===== src/rtl/sync_arith_pkg.sv =====
// sync_arith_pkg: shared op encodings and status bit positions for the arithmetic unit.
package sync_arith_pkg;
    typedef enum logic [1:0] {
        OP_ADD = 2'd0,
        OP_SUB = 2'd1,
        OP_ABS = 2'd2,
        OP_CMP = 2'd3
    } op_e;

    localparam int ST_NEG  = 0;
    localparam int ST_ZERO = 1;
    localparam int ST_OVF  = 2;
    localparam int ST_ERR  = 3;
    localparam int ST_W    = 4;
endpackage


===== src/rtl/sync_arith_addsub.sv =====
// sync_arith_addsub: combinational BITS-wide adder/subtractor with carry-out and signed overflow.
module sync_arith_addsub #(
    parameter int BITS = 32
) (
    input  logic [BITS-1:0] a_i,
    input  logic [BITS-1:0] b_i,
    input  logic            sub_i,
    output logic [BITS-1:0] sum_o,
    output logic            carry_o,
    output logic            ovf_o
);
    logic [BITS-1:0] b_eff;

    assign b_eff            = sub_i ? ~b_i : b_i;
    assign {carry_o, sum_o} = {1'b0, a_i} + {1'b0, b_eff} + {{BITS{1'b0}}, sub_i};
    // Overflow when both addends agree in sign but the sum does not.
    assign ovf_o            = (a_i[BITS-1] == b_eff[BITS-1]) && (sum_o[BITS-1] != a_i[BITS-1]);
endmodule


===== src/rtl/sync_arith_unit_12_core.sv =====
// sync_arith_unit_12_core: registered signed ADD/SUB/ABS/CMP with {ERR,OVF,ZERO,NEG} status.
// Optional build macro SYNC_ARITH_SAT_EN saturates ADD/SUB/ABS results on overflow.
module sync_arith_unit_12_core
    import sync_arith_pkg::*;
#(
    parameter int BITS = 32
) (
    input  logic            i_clk,
    input  logic            i_reset,
    input  logic [BITS-1:0] i_arg_A,
    input  logic [BITS-1:0] i_arg_B,
    input  logic [1:0]      i_op,
    output logic [BITS-1:0] o_result,
    output logic [ST_W-1:0] o_status
);
    op_e             op;
    logic [BITS-1:0] as_a, as_b, as_sum, raw, res;
    logic            as_sub, as_carry, as_ovf, neg_a, err, ovf, lt;
    logic [BITS-1:0] result_d, result_q;
    logic [ST_W-1:0] status_d, status_q;

    assign op     = op_e'(i_op);
    assign neg_a  = i_arg_A[BITS-1];
    // ABS shares the subtractor as 0 - A; CMP shares it as A - B.
    assign as_a   = (op == OP_ABS) ? '0 : i_arg_A;
    assign as_b   = (op == OP_ABS) ? i_arg_A : i_arg_B;
    assign as_sub = (op != OP_ADD);

    sync_arith_addsub #(.BITS(BITS)) u_addsub (
        .a_i     (as_a),
        .b_i     (as_b),
        .sub_i   (as_sub),
        .sum_o   (as_sum),
        .carry_o (as_carry),
        .ovf_o   (as_ovf)
    );

`ifdef SYNC_ARITH_SAT_EN
    localparam logic [BITS-1:0] SMAX = {1'b0, {(BITS-1){1'b1}}};
    localparam logic [BITS-1:0] SMIN = {1'b1, {(BITS-1){1'b0}}};
`endif

    always_comb begin
        // Mixed signs decide directly; equal signs reduce to unsigned borrow (no carry out).
        lt  = (i_arg_A[BITS-1] ^ i_arg_B[BITS-1]) ? neg_a : ~as_carry;
        err = (op == OP_ABS) && (|i_arg_B);
        ovf = (op == OP_ABS) ? (neg_a & as_ovf) : (op == OP_CMP) ? 1'b0 : as_ovf;
        raw = (op == OP_CMP) ? {{(BITS-1){1'b0}}, lt} :
              (op == OP_ABS && !neg_a) ? i_arg_A : as_sum;
`ifdef SYNC_ARITH_SAT_EN
        // A wrapped negative result means the true value overflowed upward.
        res = ovf ? (raw[BITS-1] ? SMAX : SMIN) : raw;
`else
        res = raw;
`endif
        result_d           = err ? '0 : res;
        status_d           = '0;
        status_d[ST_ERR]   = err;
        status_d[ST_OVF]   = ~err & ovf;
        status_d[ST_ZERO]  = ~err & (res == '0);
        status_d[ST_NEG]   = ~err & res[BITS-1];
    end

    always_ff @(posedge i_clk or posedge i_reset) begin
        if (i_reset) begin
            result_q <= '0;
            status_q <= '0;
        end else begin
            result_q <= result_d;
            status_q <= status_d;
        end
    end

    assign o_result = result_q;
    assign o_status = status_q;
endmodule


===== config.mk =====
export PLATFORM = sky130hd
export DESIGN_NAME = sync_arith_unit_12_core
export DESIGN_NICKNAME = d
export VERILOG_FILES = /design/src/rtl/sync_arith_pkg.sv /design/src/rtl/sync_arith_addsub.sv /design/src/rtl/sync_arith_unit_12_core.sv
export SDC_FILE = /design/constraint.sdc
export NUM_CORES = 1
export LEC_CHECK = 0
export BUFFER_PORTS_ARGS = -buffer_cell sky130_fd_sc_hd__clkbuf_2
export CORE_MARGIN = 3
export CORE_UTILIZATION = 40
export DETAILED_ROUTE_END_ITERATION = 6
export HOLD_SLACK_MARGIN = 0.1
export PLACE_DENSITY_LB_ADDON = 0.25
export SLEW_MARGIN = 30
export SYNTH_ARGS = -nofsm -noshare
export SYNTH_HDL_FRONTEND = slang
export SYNTH_SLANG_ARGS = --single-unit

===== constraint.sdc =====
create_clock -name i_clk -period 1.2 [get_ports i_clk]
set_input_delay 0.06 -clock i_clk [delete_from_list [all_inputs] [get_ports i_clk]]
set_output_delay 0.06 -clock i_clk [all_outputs]
set_load 0.05 [all_outputs]

After elaboration in Yosys (flattened, before gate mapping)

Index checks and enable logic that the tools add are counted.

$add $sub $neg: 2
Equal/unequal tests: 4
Multiplexer cells: 9
Bitwise gates (word level): 8
Reduce and logical (&&, ||, !) cells: 7

Operators with widths:

| operator                                   | number |
|---|---|
| 2-to-1 mux 32 bit                          | 6 |
| adder 32 x 32 -> 33 bit                    | 1 |
| adder 33 x 1 -> 33 bit                     | 1 |
| zero test 32 bit                           | 1 |
| inverter 32 bit                            | 1 |
| OR reduction 32 bit                        | 1 |
| bitwise AND 1 bit                          | 4 |
| equality test 2 bit, second input constant | 2 |
| logical AND 1 bit                          | 3 |
| 2-to-1 mux 1 bit                           | 3 |
| inverter 1 bit                             | 2 |
| nonzero test 2 bit                         | 1 |
| equality test 1 bit                        | 1 |
| zero test 1 bit                            | 1 |
| inequality test 1 bit                      | 1 |
| bitwise XOR 1 bit                          | 1 |

Register bits after elaboration: 36
Input bits: 68
Output and inout bits: 36

Depth between registers and ports, before layout

Depth in word-level cells: 11
Depth in mapped cells: 17
Depth with buffers taken out: 14

By module

Synthesis repeated with hierarchy kept, for this count alone.

Cells, all modules: 558
Area total of the unflattened synthesis: 4605.7 um2

By module, submodules not included:

| module                  | instances | cells each | area each (um2) |
|---|---|---|---|
| sync_arith_unit_12_core | 1         | 278        | 2478.6 |
| sync_arith_addsub       | 1         | 280        | 2127.0 |

Worst setup path before layout

OpenSTA, ideal clock, no wires.

Path kind: in2reg
From: input i_op[0]
To: register status_q[1], in the netlist o_status[1]
Setup time: 0.096 ns
Data arrival time: 3.349 ns
Slack: -2.245 ns
Stages on the path: 17
Path buffers: 4
Cells stage by stage: buf_6 clkbuf_1 nor2_1 clkbuf_1 nand2_1 o221ai_1 ha_1 clkbuf_1 a21oi_1 o21a_1 nor2_1 a211oi_1 a21oi_1 nor4b_1 a311oi_1 o311a_1 nor4_2

Cells in the longest elaborated chain, start to end: 11

Ends and longest elaborated chain:

| what                    | line                          | text |
|---|---|---|
| start: declaration      | sync_arith_unit_12_core.sv:12 | `input logic [1:0] i_op,` |
| equality test 2 bit     | n/a                           |  |
| 2-to-1 mux 32 bit       | sync_arith_unit_12_core.sv:26 | `assign as_b = (op == OP_ABS) ? i_arg_A : i_arg_B;` |
| inverter 32 bit         | sync_arith_addsub.sv:14       | `assign b_eff = sub_i ? ~b_i : b_i;` |
| 2-to-1 mux 32 bit       | sync_arith_addsub.sv:14       |  |
| adder 32 x 32 -> 33 bit | sync_arith_addsub.sv:15       | `assign {carry_o, sum_o} = {1'b0, a_i} + {1'b0, b_eff} + {{BITS{1'b0}}, sub_i};` |
| adder 33 x 1 -> 33 bit  | sync_arith_addsub.sv:15       |  |
| inverter 1 bit          | sync_arith_unit_12_core.sv:45 | `lt = (i_arg_A[BITS-1] ^ i_arg_B[BITS-1]) ? neg_a : ~as_carry;` |
| 2-to-1 mux 1 bit        | sync_arith_unit_12_core.sv:45 |  |
| 2-to-1 mux 32 bit       | sync_arith_unit_12_core.sv:48 | `raw = (op == OP_CMP) ? {{(BITS-1){1'b0}}, lt} :` |
| zero test 32 bit        | sync_arith_unit_12_core.sv:60 | `status_d[ST_ZERO] = ~err & (res == '0);` |
| bitwise AND 1 bit *     | sync_arith_unit_12_core.sv:60 |  |
| via status_d[1]         | sync_arith_unit_12_core.sv:20 | `logic [ST_W-1:0] status_d, status_q;` |
| end signal: assignment  | sync_arith_unit_12_core.sv:70 | `status_q <= status_d;` |
| end: declaration        | sync_arith_unit_12_core.sv:20 |  |

The timed path passes the listed nets; every way through them passes the cells marked *.

Worst setup path after layout

Ends and elaborated chain as after synthesis.

==> flow_summary.json <==
{
  "finalHoldViolCount": 0,
  "fin_nets": 1061,
  "synth_edf_count": 0,
  "slew-limit-headroom": 0.596,
  "fin_crit_sh": 2.61,
  "crit_type": "in -> reg",
  "path_depth": 18,
  "fin_util": 0.785,
  "clkTransAtPathRegs_ns": 0.06,
  "whs_ns": 0.182,
  "viasPerCell": 5.96,
  "p_leak_nw": 4.04,
  "yosysUniqueCellTypes": 75,
  "grt_pass1_wl_um": 31900,
  "tritoncts": "built",
  "cts_max_level": 2,
  "ys_seq_area_frac": 0.195,
  "critPathArrivalTime_ns": 3.33,
  "cts_buffers": 5,
  "fp.dieW_um": 112,
  "ys_ff_latch": 35,
  "synth_warnings": 0,
  "tightest_slew_ns": 0.591,
  "async_flop_share": 1.00,
  "path_cells": "clkbuf_16 -> buf_12 -> nor2_4 -> buf_12 -> buf_6 -> nand2_4 -> o221ai_2 -> ha_4 -> a211o_1 -> a2111oi_4 -> o21ai_4 -> a211oi_4 -> o21ai_2 -> buf_4 -> a211o_1 -> o211ai_1 -> a41oi_2 -> nor4_2",
  "dpl.hpwl_um": 15500,
  "avgSynthCellArea_um2": 7.53,
  "first_pass_iters": 5,
  "multiInputGateArea_um2": 4380,
  "drc": 0,
  "vias": 6572,
  "area_growth_pct": 90.2,
  "power_mw": 8.86,
  "cp-end-kind": "register",
  "hold_class": "in -> reg",
  "die_height_um": 112,
  "post_synth_instance_area_um2": 4490,
  "drive_gt1_frac": 0.591,
  "status": "finished with violations",
  "netlist_instances": 596,
  "ios": 104,
  "gr-usage-all-layers": 0.312,
  "power.density_nw_per_um2": 1040,
  "routed_wl_um": 21900,
  "max_freq_mhz": 319,
  "initial_core_util": 0.412,
  "startpoint_type": "input port",
  "crit_family": "compound AO/OA/AOI/OAI gates",
  "critPathSlowestCell": "a2111oi_4",
  "syn_nets": 696,
  "grt-ovfl-total": 0,
  "synthFlopType": "dfrtp_1",
  "drv_cap": 0,
  "placementRows": 38,
  "worst_slack_ns": -1.94,
  "antenna_found_initial": 0,
  "grt_pass1_vias": 6325,
  "slew_violations": 0,
  "cpPeakStageDelay_ns": 0.45,
  "clockRootBuffer": "clkbuf_8",
  "grt_max_degree": 36,
  "violations": "negative setup slack",
  "cts_buffer_depth": 2,
  "seqCellArea_um2": 876,
  "cts_num_sinks": 35,
  "fillers": 712,
  "portBuffers": 103,
  "cp-startpoint": "i_op[0]",
  "cp-endpoint": "o_status[1]",
  "rsz0062_at_grt": "true",
  "avgRoutedWirePerCell_um": 19.9,
  "core-area_um2": 10900,
  "critPathRequiredTime_ns": 1.39,
  "crit_buf_inv": 5,
  "ir_drop_uv": 1080,
  "ant_nets": 0,
  "setup_violations": 35,
  "die_area_um2": 12500,
  "drt_iter0_drc": 506,
  "antennaDiodeCount": 0,
  "min_period_ns": 3.14,
  "gp_congestion": 0.957,
  "cp_max_fo": 6
}
metal layers:
layer / track usage / vias up / part of all wire
met2: 0.534 / 391 / 0.49
met1: 0.418 / 3104 / 0.39
li1: - / 2980 / -
met3: 0.0141 / 97 / 0.076
met5: 0 / - / 0
met4: 0.118 / 0 / 0.046
worst min-delay path by stage:
stage,startpoint,end,slack [ns],depth (start not counted)
floorplan,i_arg_A[30],o_result[30],0.19,2
global placement,i_reset,o_result[18],0.13,3
detailed placement,i_reset,o_result[22],0.15,3
CTS,i_arg_A[27],o_result[27],0.15,4
global route,i_arg_A[24],o_result[24],0.21,4
finish,i_arg_A[27],o_result[27],0.18,4
per-stage QoR:
step	std cells	setup TNS, ns	setup slack [ns]	cell area [um2]
floorplan	596	-40.06	-1.94	4740
global placement	1042	-53.15	-2.26	7030
detailed placement	1042	-55.30	-2.27	7030
CTS	1083	-38.61	-1.72	8010
global route	1102	-44.83	-2.02	8540
finish	1102	-42.38	-1.94	8540
area by class of cell:
class,count,area share
flip-flops and latches,35,0.103
multi-input cells,511,0.513
inverters,15,0.00747
clock buffers,8,0.0117
repair buffers,393,0.345
well taps,140,0.0205
flip-flops by register name (all words and copies together), names as in the netlist:
name	flops
o_result	31
o_status	4
where the power goes:
part           leakage [nW]  internal, mW  switching [mW]
clock                0.0515         0.523           0.376
sequential            0.447          1.38          0.0526
combinational          3.54          2.95            3.57
placed cells by master (no fill, tap or decap), types with 10 or more instances in the layout:
cell,n
o221ai_2,10
nor4_1,10
nand2_1,62
and2_1,31
buf_4,255
dfrtp_1,35
clkbuf_2,101
o21ai_2,10
a21o_1,19
a21oi_1,20
nand4_1,11
buf_6,24
ha_1,21
o211ai_1,11
a21oi_2,21
nor2_1,39
inv_1,13
nand2_2,12
o21ai_0,11
o221ai_1,16
cell usage after synthesis, drive strengths merged (12+ instances only):
cell    number  area, um2
dfrtp       35        876
clkbuf      25       93.8
inv         15       56.3
o211ai      12       95.1
and2        38        239
nand3       15       80.1
ha          31        388
a21o        21        160
o21ai       30        150
nand2       77        292
o221ai      28        245
a21oi       48        240
nor4        14        100
nor2        48        180
timing repair:
item,4_1_cts,5_1_grt
pin swaps,51,54
gates cloned,0,2
endpoints found under the hold margin,35,0
hold buffers,1,0
buffers inserted,34,19
gates resized for setup,128,72
setup endpoints to repair,34,35
kinds of logic (layout without fill, tap and decap cells):
logic type	Yosys count	after routing	share of synthesized area
flip-flops	35	35	0.195
buffers and inverters	51	416	0.0546
adder cells (fa/ha/maj)	32	32	0.0908
XOR/XNOR	17	17	0.0332
multiplexers	7	7	0.0159
AO/OA/AOI/OAI	204	204	0.322
AND/OR/NAND/NOR	250	251	0.288
No activity file was read; power rests on OpenSTA's default activity.
